## src/rtl/fetch_pkg.sv

```systemverilog
// Shared types and defaults for the instruction fetch stage.
// The optional FETCH_COUNTER_EN feature lives in instr_fetch.sv.
package fetch_pkg;

  typedef enum logic [1:0] {
    BOOT = 2'd0,
    RUN  = 2'd1,
    HALT = 2'd2
  } fetch_state_t;

  localparam int          FETCH_ADDR_W      = 6;
  localparam int          FETCH_DATA_W      = 8;
  localparam logic [7:0]  FETCH_HALT_OPCODE = 8'hFF;

endpackage

```

## src/rtl/instr_fetch.sv

```systemverilog
// Fetch stage in front of a 1-cycle registered ROM: owns the PC and presents instr + PC tag
// over valid/ready. Define FETCH_COUNTER_EN to add the saturating instr_count output.
module instr_fetch
  import fetch_pkg::*;
#(
  parameter int                ADDR_W      = FETCH_ADDR_W,
  parameter int                DATA_W      = FETCH_DATA_W,
  parameter logic [ADDR_W-1:0] RESET_PC    = '0,
  parameter logic [DATA_W-1:0] HALT_OPCODE = DATA_W'(FETCH_HALT_OPCODE)
) (
  input  logic              clk,
  input  logic              rst,
  output logic [ADDR_W-1:0] rom_addr,
  input  logic [DATA_W-1:0] rom_data,
  output logic [DATA_W-1:0] instr,
  output logic [ADDR_W-1:0] instr_pc,
  output logic              instr_valid,
  input  logic              instr_ready,
  input  logic              redirect_valid,
  input  logic [ADDR_W-1:0] redirect_pc,
  input  logic              start,
  output logic              halted,
  output logic [1:0]        fsm_state
`ifdef FETCH_COUNTER_EN
  ,
  output logic [15:0]       instr_count
`endif
);

  // Handshake: a word transfers on any posedge where instr_valid && instr_ready (fire);
  // instr/instr_pc hold while valid and not ready; instr_valid never depends on instr_ready.

  fetch_state_t      state_q;
  logic [ADDR_W-1:0] pc_q;
  logic [ADDR_W-1:0] pc_inc;
  logic              valid_q;
  logic              fire;

  assign pc_inc      = pc_q + ADDR_W'(1);
  assign instr_valid = valid_q && !redirect_valid && (state_q == RUN);
  assign fire        = instr_valid && instr_ready;
  assign instr       = rom_data;
  assign instr_pc    = pc_q;
  assign halted      = (state_q == HALT);
  assign fsm_state   = state_q;

  // rom_addr is always the PC whose word must be on rom_data next cycle.
  always_comb begin
    rom_addr = pc_q;
    case (state_q)
      BOOT:    rom_addr = RESET_PC;
      RUN: begin
        if (redirect_valid)  rom_addr = redirect_pc;
        else if (fire)       rom_addr = pc_inc;
        else                 rom_addr = pc_q;
      end
      HALT:    rom_addr = redirect_valid ? redirect_pc : pc_q;
      default: rom_addr = pc_q;
    endcase
  end

  always_ff @(posedge clk) begin
    if (rst) begin
      state_q <= BOOT;
      pc_q    <= RESET_PC;
      valid_q <= 1'b0;
    end else begin
      case (state_q)
        BOOT: begin
          state_q <= RUN;
          pc_q    <= RESET_PC;
          valid_q <= 1'b1;
        end
        RUN: begin
          if (fire && (rom_data == HALT_OPCODE)) begin
            state_q <= HALT;
            valid_q <= 1'b0;
            pc_q    <= pc_inc;
          end else begin
            pc_q    <= rom_addr;
            valid_q <= 1'b1;
          end
        end
        HALT: begin
          if (redirect_valid) pc_q <= redirect_pc;
          if (start) begin
            state_q <= RUN;
            valid_q <= 1'b1;
          end
        end
        default: begin
          state_q <= BOOT;
          pc_q    <= RESET_PC;
          valid_q <= 1'b0;
        end
      endcase
    end
  end

`ifdef FETCH_COUNTER_EN
  always_ff @(posedge clk) begin
    if (rst)                               instr_count <= '0;
    else if (fire && instr_count != 16'hFFFF) instr_count <= instr_count + 16'd1;
  end
`endif

endmodule

```

## config.mk

```make
export PLATFORM = sky130hd
export DESIGN_NAME = instr_fetch
export DESIGN_NICKNAME = d
export VERILOG_FILES = /design/src/rtl/fetch_pkg.sv /design/src/rtl/instr_fetch.sv
export SDC_FILE = /design/constraint.sdc
export NUM_CORES = 1
export LEC_CHECK = 0
export ABC_AREA = 1
export CAP_MARGIN = 20
export CORE_MARGIN = 2
export CORE_UTILIZATION = 45
export DETAILED_ROUTE_END_ITERATION = 8
export GPL_ROUTABILITY_DRIVEN = 0
export PLACE_DENSITY = 0.89
export SETUP_SLACK_MARGIN = 0.2
export SLEW_MARGIN = 20
export SYNTH_ARGS = -nofsm -noshare
export SYNTH_HDL_FRONTEND = slang
export SYNTH_SLANG_ARGS = --single-unit
```

## constraint.sdc

```tcl
create_clock -name clk -period 3.1 [get_ports clk]
set_clock_uncertainty 0.05 [all_clocks]
set_input_delay 0.775 -clock clk [delete_from_list [all_inputs] [get_ports clk]]
set_output_delay 0.775 -clock clk [all_outputs]
set_load 0.005 [all_outputs]
```

### Word-level counts from Yosys, hierarchy flattened

Index checks and enable logic that the tools add are counted.

* bits in registers: 9
* bits of input ports: 19
* output and inout port bits: 24
* word-level logic and storage cells: 28

* add/sub/neg operators: 1
* equality and inequality tests: 5
* multiplexer cells: 12
* reduce and logical (&&, ||, !) cells: 7

Operators by type and width (count)
* $mux 6: 4
* $pmux 6 s3: 1
* $pmux 6 s2: 1
* $eq 8x8->1 const B: 1
* $add 6x1->6 const B: 1
* $pmux 2 s3: 1
* $logic_and 1x1->1: 4
* $mux 2: 2
* $pmux 1 s3: 1
* $eq 2x1->1 const B: 1
* $eq 2x2->1 const B: 1
* $logic_not 2->1: 1
* $mux 1: 2
* $ne 2x1->1 const B: 1
* $ne 2x2->1 const B: 1
* $reduce_and 2->1: 1
* $logic_not 1->1: 1

### Longest topological paths before layout

* depth in word-level cells: 9
* gate-level depth with buffers: 13
* depth with buffers taken out: 12

### Worst setup path after synthesis

No wires, ideal clock.

* kind: in2out
* from: in redirect_valid
* to: out rom_addr[5]
* arrival time: 1.380 ns
* data required time: 2.275 ns
* slack: 0.895 ns
* stages: 9
* path buffers: 0
* cells stage by stage: inv_4 -> nand4_4 -> inv_6 -> nand3_2 -> nand2_1 -> nand2_1 -> nand2_1 -> nand2_1 -> inv_1

* word-level cells in the longest chain between the ends: 7
* elaborated cells on any way between the ends: 8
* those cells by class: mux (4); reduce/logical (4)

Ends and longest elaborated chain
* start, declared: RTL line instr_fetch.sv:19 `input logic redirect_valid,`
* $logic_not 1->1: RTL line instr_fetch.sv:40 `assign instr_valid = valid_q && !redirect_valid && (state_q == RUN);`
* $logic_and 1x1->1 (2 in a row): RTL line instr_fetch.sv:40
* $logic_and 1x1->1: RTL line instr_fetch.sv:41 `assign fire = instr_valid && instr_ready;`
* $mux 6: RTL line instr_fetch.sv:54 `else if (fire) rom_addr = pc_inc;`
* $mux 6: RTL line instr_fetch.sv:53 `if (redirect_valid) rom_addr = redirect_pc;`
* $pmux 6 s3 (*): RTL line instr_fetch.sv:50 `case (state_q)`
* end, declared: RTL line instr_fetch.sv:13 `output logic [ADDR_W-1:0] rom_addr,`

Every way passes the cells marked *; elsewhere a longest branch is shown, timed or not.

### Worst setup path in the final report

* from: in redirect_pc[4]
* to: out rom_addr[4]

* word-level cells in the longest chain between the ends: 2
* elaborated cells on any way between the ends: 3
* those cells by class: mux (3)

Ends and longest elaborated chain
* start, declared: RTL line instr_fetch.sv:20 `input logic [ADDR_W-1:0] redirect_pc,`
* $mux 6, on equally long branches
* $pmux 6 s3 (*): RTL line instr_fetch.sv:50

Marks and branches as above.

==> impl_metrics.py <==
metrics = {
    "yosys": {
        "synth.yosys.warnings": 0,
        "top_post_synthesis_cells_by_area": "nand2_1 19%, dfxtp_1 18%, nor2_1 9.7%",
        "synthesis.nets": 192,
        "syn_inst": 167,
        "synth_sequential_area_ratio_pct": 17.91,
        "asyncSetResetFlopFracSynth_pct": 0,
        "synth_ff_type": "dfxtp_1",
        "syn_avg_cell_area_um2": 6.024,
        "yosysTopAreaCell": "nand2_1",
        "synth_seq_cells": 9,
        "synth_top_cell_area_share_pct": 18.66,
        "netlist_area_um2": 1006,
        "synth_cell_types": 26,
        "synth_edf_count": 0,
    },
    "worst_setup_path": {
        "criticalPathCategory": "input pin to output port",
        "max_stage_delay_ns": 0.40,
        "timing.critical_path.buf_inv": 3,
        "critical_path_depth": 9,
        "reg2reg_to": "instr_pc[4]$_SDFF_PP0_",
        "worstPathCellList": "clkdlybuf4s50_1 > or2_1 > nand2_1 > a21oi_1 > nand2_1 > nand3_1 > nand2_1 > inv_1 > dlygate4sd2_1",
        "reg2reg_slack_ns": 1.07,
        "path_max_fanout": 2,
        "worst-endpoint-arrival_ns": 2.03,
        "critPathRequiredTime_ns": 2.27,
        "reg2regPathDepth": 13,
        "cpMostUsedCell": "nand2_1",
        "worst_r2r_startpoint": "fsm_state[1]$_SDFFE_PP0P_",
        "crit_family": "buffers and inverters",
        "cp_endpoint_kind": "output port",
        "cp-start-kind": "input pin",
        "cpMaxStageDelayCell": "clkdlybuf4s50_1",
    },
    "worst_hold_path": {
        "hold_class": "flip-flop to flip-flop",
        "min_delay_path_depth": 2,
        "whs_endpoint": "valid_q$_SDFFE_PP0N_",
        "worstHoldStart": "valid_q$_SDFFE_PP0N_",
    },
    "drt": {
        "postRouteWirelength_um": 3372,
        "number_of_vias_after_detailed_routing": 1334,
        "wl_per_cell_um": 13.60,
        "detail_route.drc_violations": 0,
        "detailedRoute.firstPassIterationCount": 4,
        "drt-initial-drc-count": 41,
        "postRouteAntennaNets": 0,
        "drt-vias-per-instance": 5.379,
    },
    "clock_network": {
        "clk_latency_ns": 0.27,
        "clock_sink_count": 9,
        "h_tree_lvl_count": 1,
        "post_cts_hold_buffer_count": 0,
        "numCtsBuffers": 3,
        "cts.clk_slew.worst_paths_ns": 0.07,
        "cts_tree": "done",
        "clockRootBuffer": "clkbuf_4",
        "max-clock-path-buffers": 2,
    },
    "floorplan": {
        "dieWidth_um": 51.28,
        "floorplan.rows": 17,
        "ios": 43,
        "initial_utilization_pct": 46.37,
        "core_area_um2": 2170,
        "floorplan.die_area_um2": 2630,
        "floorplan.die.height_um": 51.28,
    },
    "run": {
        "max_capacitance_violation_count": 0,
    },
    "power_and_ir_drop": {
        "max-vdd-ir-drop_v": 0.0005171,
        "p_total_mw": 0.8340,
        "cellPowerDensity_nw_per_um2": 534.1,
        "static-leakage-power_nw": 0.7928,
    },
    "timing": {
        "worst_slew_margin_rel_pct": 80.10,
        "number_of_max_slew_violations_in_the_final_report": 0,
        "setup_repair_after_global_routing_missed_its_margin": "yes",
        "holdWs_ns": 0.5172,
        "finalSetupViolations": 0,
        "layout_worst_path_cycle_share_pct": 91.98,
        "final_period_minus_worst_setup_slack_ns": 2.851,
        "setup_total_negative_slack_ns": 0,
        "fmax_mhz": 350.7,
        "final-hold-violation-count": 0,
        "worst-slew-pin-transition_ns": 0.2977,
    },
    "global_route": {
        "pin_count_of_the_biggest_net_entering_global_routing": 10,
        "grt_first_pass_wirelength_um": 4947,
        "antenna_violations_before_repair": 0,
        "grt_util_met3_pct": 7.602,
        "grt.met2_usage_pct": 42.64,
        "grtUsageTotal_pct": 24.92,
        "globalRoute.totalOverflow": 0,
        "globalRoute.busiestLayer": "met2",
        "via_count_of_the_first_global_routing_pass": 1163,
        "met1_usage_pct": 28.77,
    },
    "cells_and_area": {
        "finalNetCount": 246,
        "areaGrowthSynthToFinish_pct": 55.22,
        "post_route_cells_drive_above_1_share_pct": 17.27,
        "nFillCells": 173,
        "n_antenna_cell": 0,
    },
    "placed_design": {
        "detailedPlacementHpwl_um": 2275,
        "io_buffers": 42,
    },
    "run_status": {
        "status": "completed",
    },
}
cells by family (layout without fill, tap and decap cells):
logic type / after synthesis / in the layout / synth area share [%]
AND/OR/NAND/NOR: 94 / 94 / 41.91
buffers and inverters: 32 / 85 / 16.42
flip-flops: 9 / 9 / 17.91
AO/OA/AOI/OAI: 23 / 23 / 13.68
adder cells (fa/ha/maj): 6 / 6 / 7.462
XOR/XNOR: 3 / 3 / 2.612
registers in the layout, indices dropped and copies added (netlist names):
signal and count:
valid_q 1, instr_pc 6, fsm_state 2
what timing repair did:
item | 4_1_cts | 5_1_grt
setup endpoints to repair | 7 | 6
pin swaps | 5 | 7
endpoints found under the hold margin | 0 | 0
gates cloned | 1 | 0
buffers inserted | 4 | 2
resized for setup | 10 | 13
worst min-delay path, delay by kind of cell, from the launching register on:
kind | cells | cell delay, ns
compound gates | 1 | 0.06
flops | 1 | 0.35
simple gates | 1 | 0.11
power breakdown:
part	internal [mW]	leakage, nW	switching (mW)	total [mW]
logic	0.266	0.702	0.295	0.561
clock network	0.0478	0.0177	0.0492	0.0971
registers	0.139	0.0734	0.0368	0.176
cell type report:
class	instances	area [µm²]	share of cell area (%)
clock buffer	3	22.52	1.442
clock inverter	1	5.005	0.3205
inverter	23	97.59	6.250
multi-input combinational	126	688.2	44.07
sequential	9	180.2	11.54
tap	28	35.03	2.244
timing repair buffer	57	526.8	33.73
timing repair inverter	1	6.256	0.4006
synth_stat cells (2+ instances only):
master	count
nand3_1	9
dfxtp_1	9
xor2_1	2
inv_1	20
nand2_1	50
ha_1	6
o21ai_0	6
o211ai_1	2
buf_4	8
or2_1	4
nor2_1	26
a21oi_1	10
o21ai_1	2
worst max path at each step:
stage	end	slack, ns	start
global route	rom_addr[5]	0.17	instr_ready
finish	rom_addr[4]	0.25	redirect_pc[4]
CTS	rom_addr[0]	0.03	redirect_pc[0]
floorplan	rom_addr[5]	0.90	redirect_valid
global placement	rom_addr[5]	-0.24	redirect_valid
detailed placement	rom_addr[5]	-0.30	redirect_valid
through the flow:
step                setup WS [ns]  instances  instance area, µm²  utilization, %
finish                     0.2486        248                1562           71.97
global route               0.1749        248                1562           71.97
CTS                       0.02954        246                1511           69.67
detailed placement        -0.3030        237                1458           67.19
global placement          -0.2374        237                1458           67.19
floorplan                  0.8950        167                1006               -
metal layers:
| metal | share of wire [%] | wire length (µm) |
|---|---|---|
| met5 | 0 | 0 |
| met4 | 4.3 | 144 |
| met3 | 8.5 | 288 |
| met2 | 50 | 1702 |
| met1 | 37 | 1238 |
layout by cell type, fill, tap and decap left out, drive strengths merged:
cell,n
clkinv,1
clkinvlp,1
o21bai,1
a21oi,11
dlymetal6s2s,3
ha,6
or2,4
clkdlybuf4s50,34
nand4,2
clkbuf,4
dfxtp,9
xnor2,1
nor2,26
nand2,51
inv,23
nand3,11
dlygate4sd2,3
xor2,2
buf,16
o211ai,2
o31ai,1
o21ai,8
(Power assumes the default switching activity.)
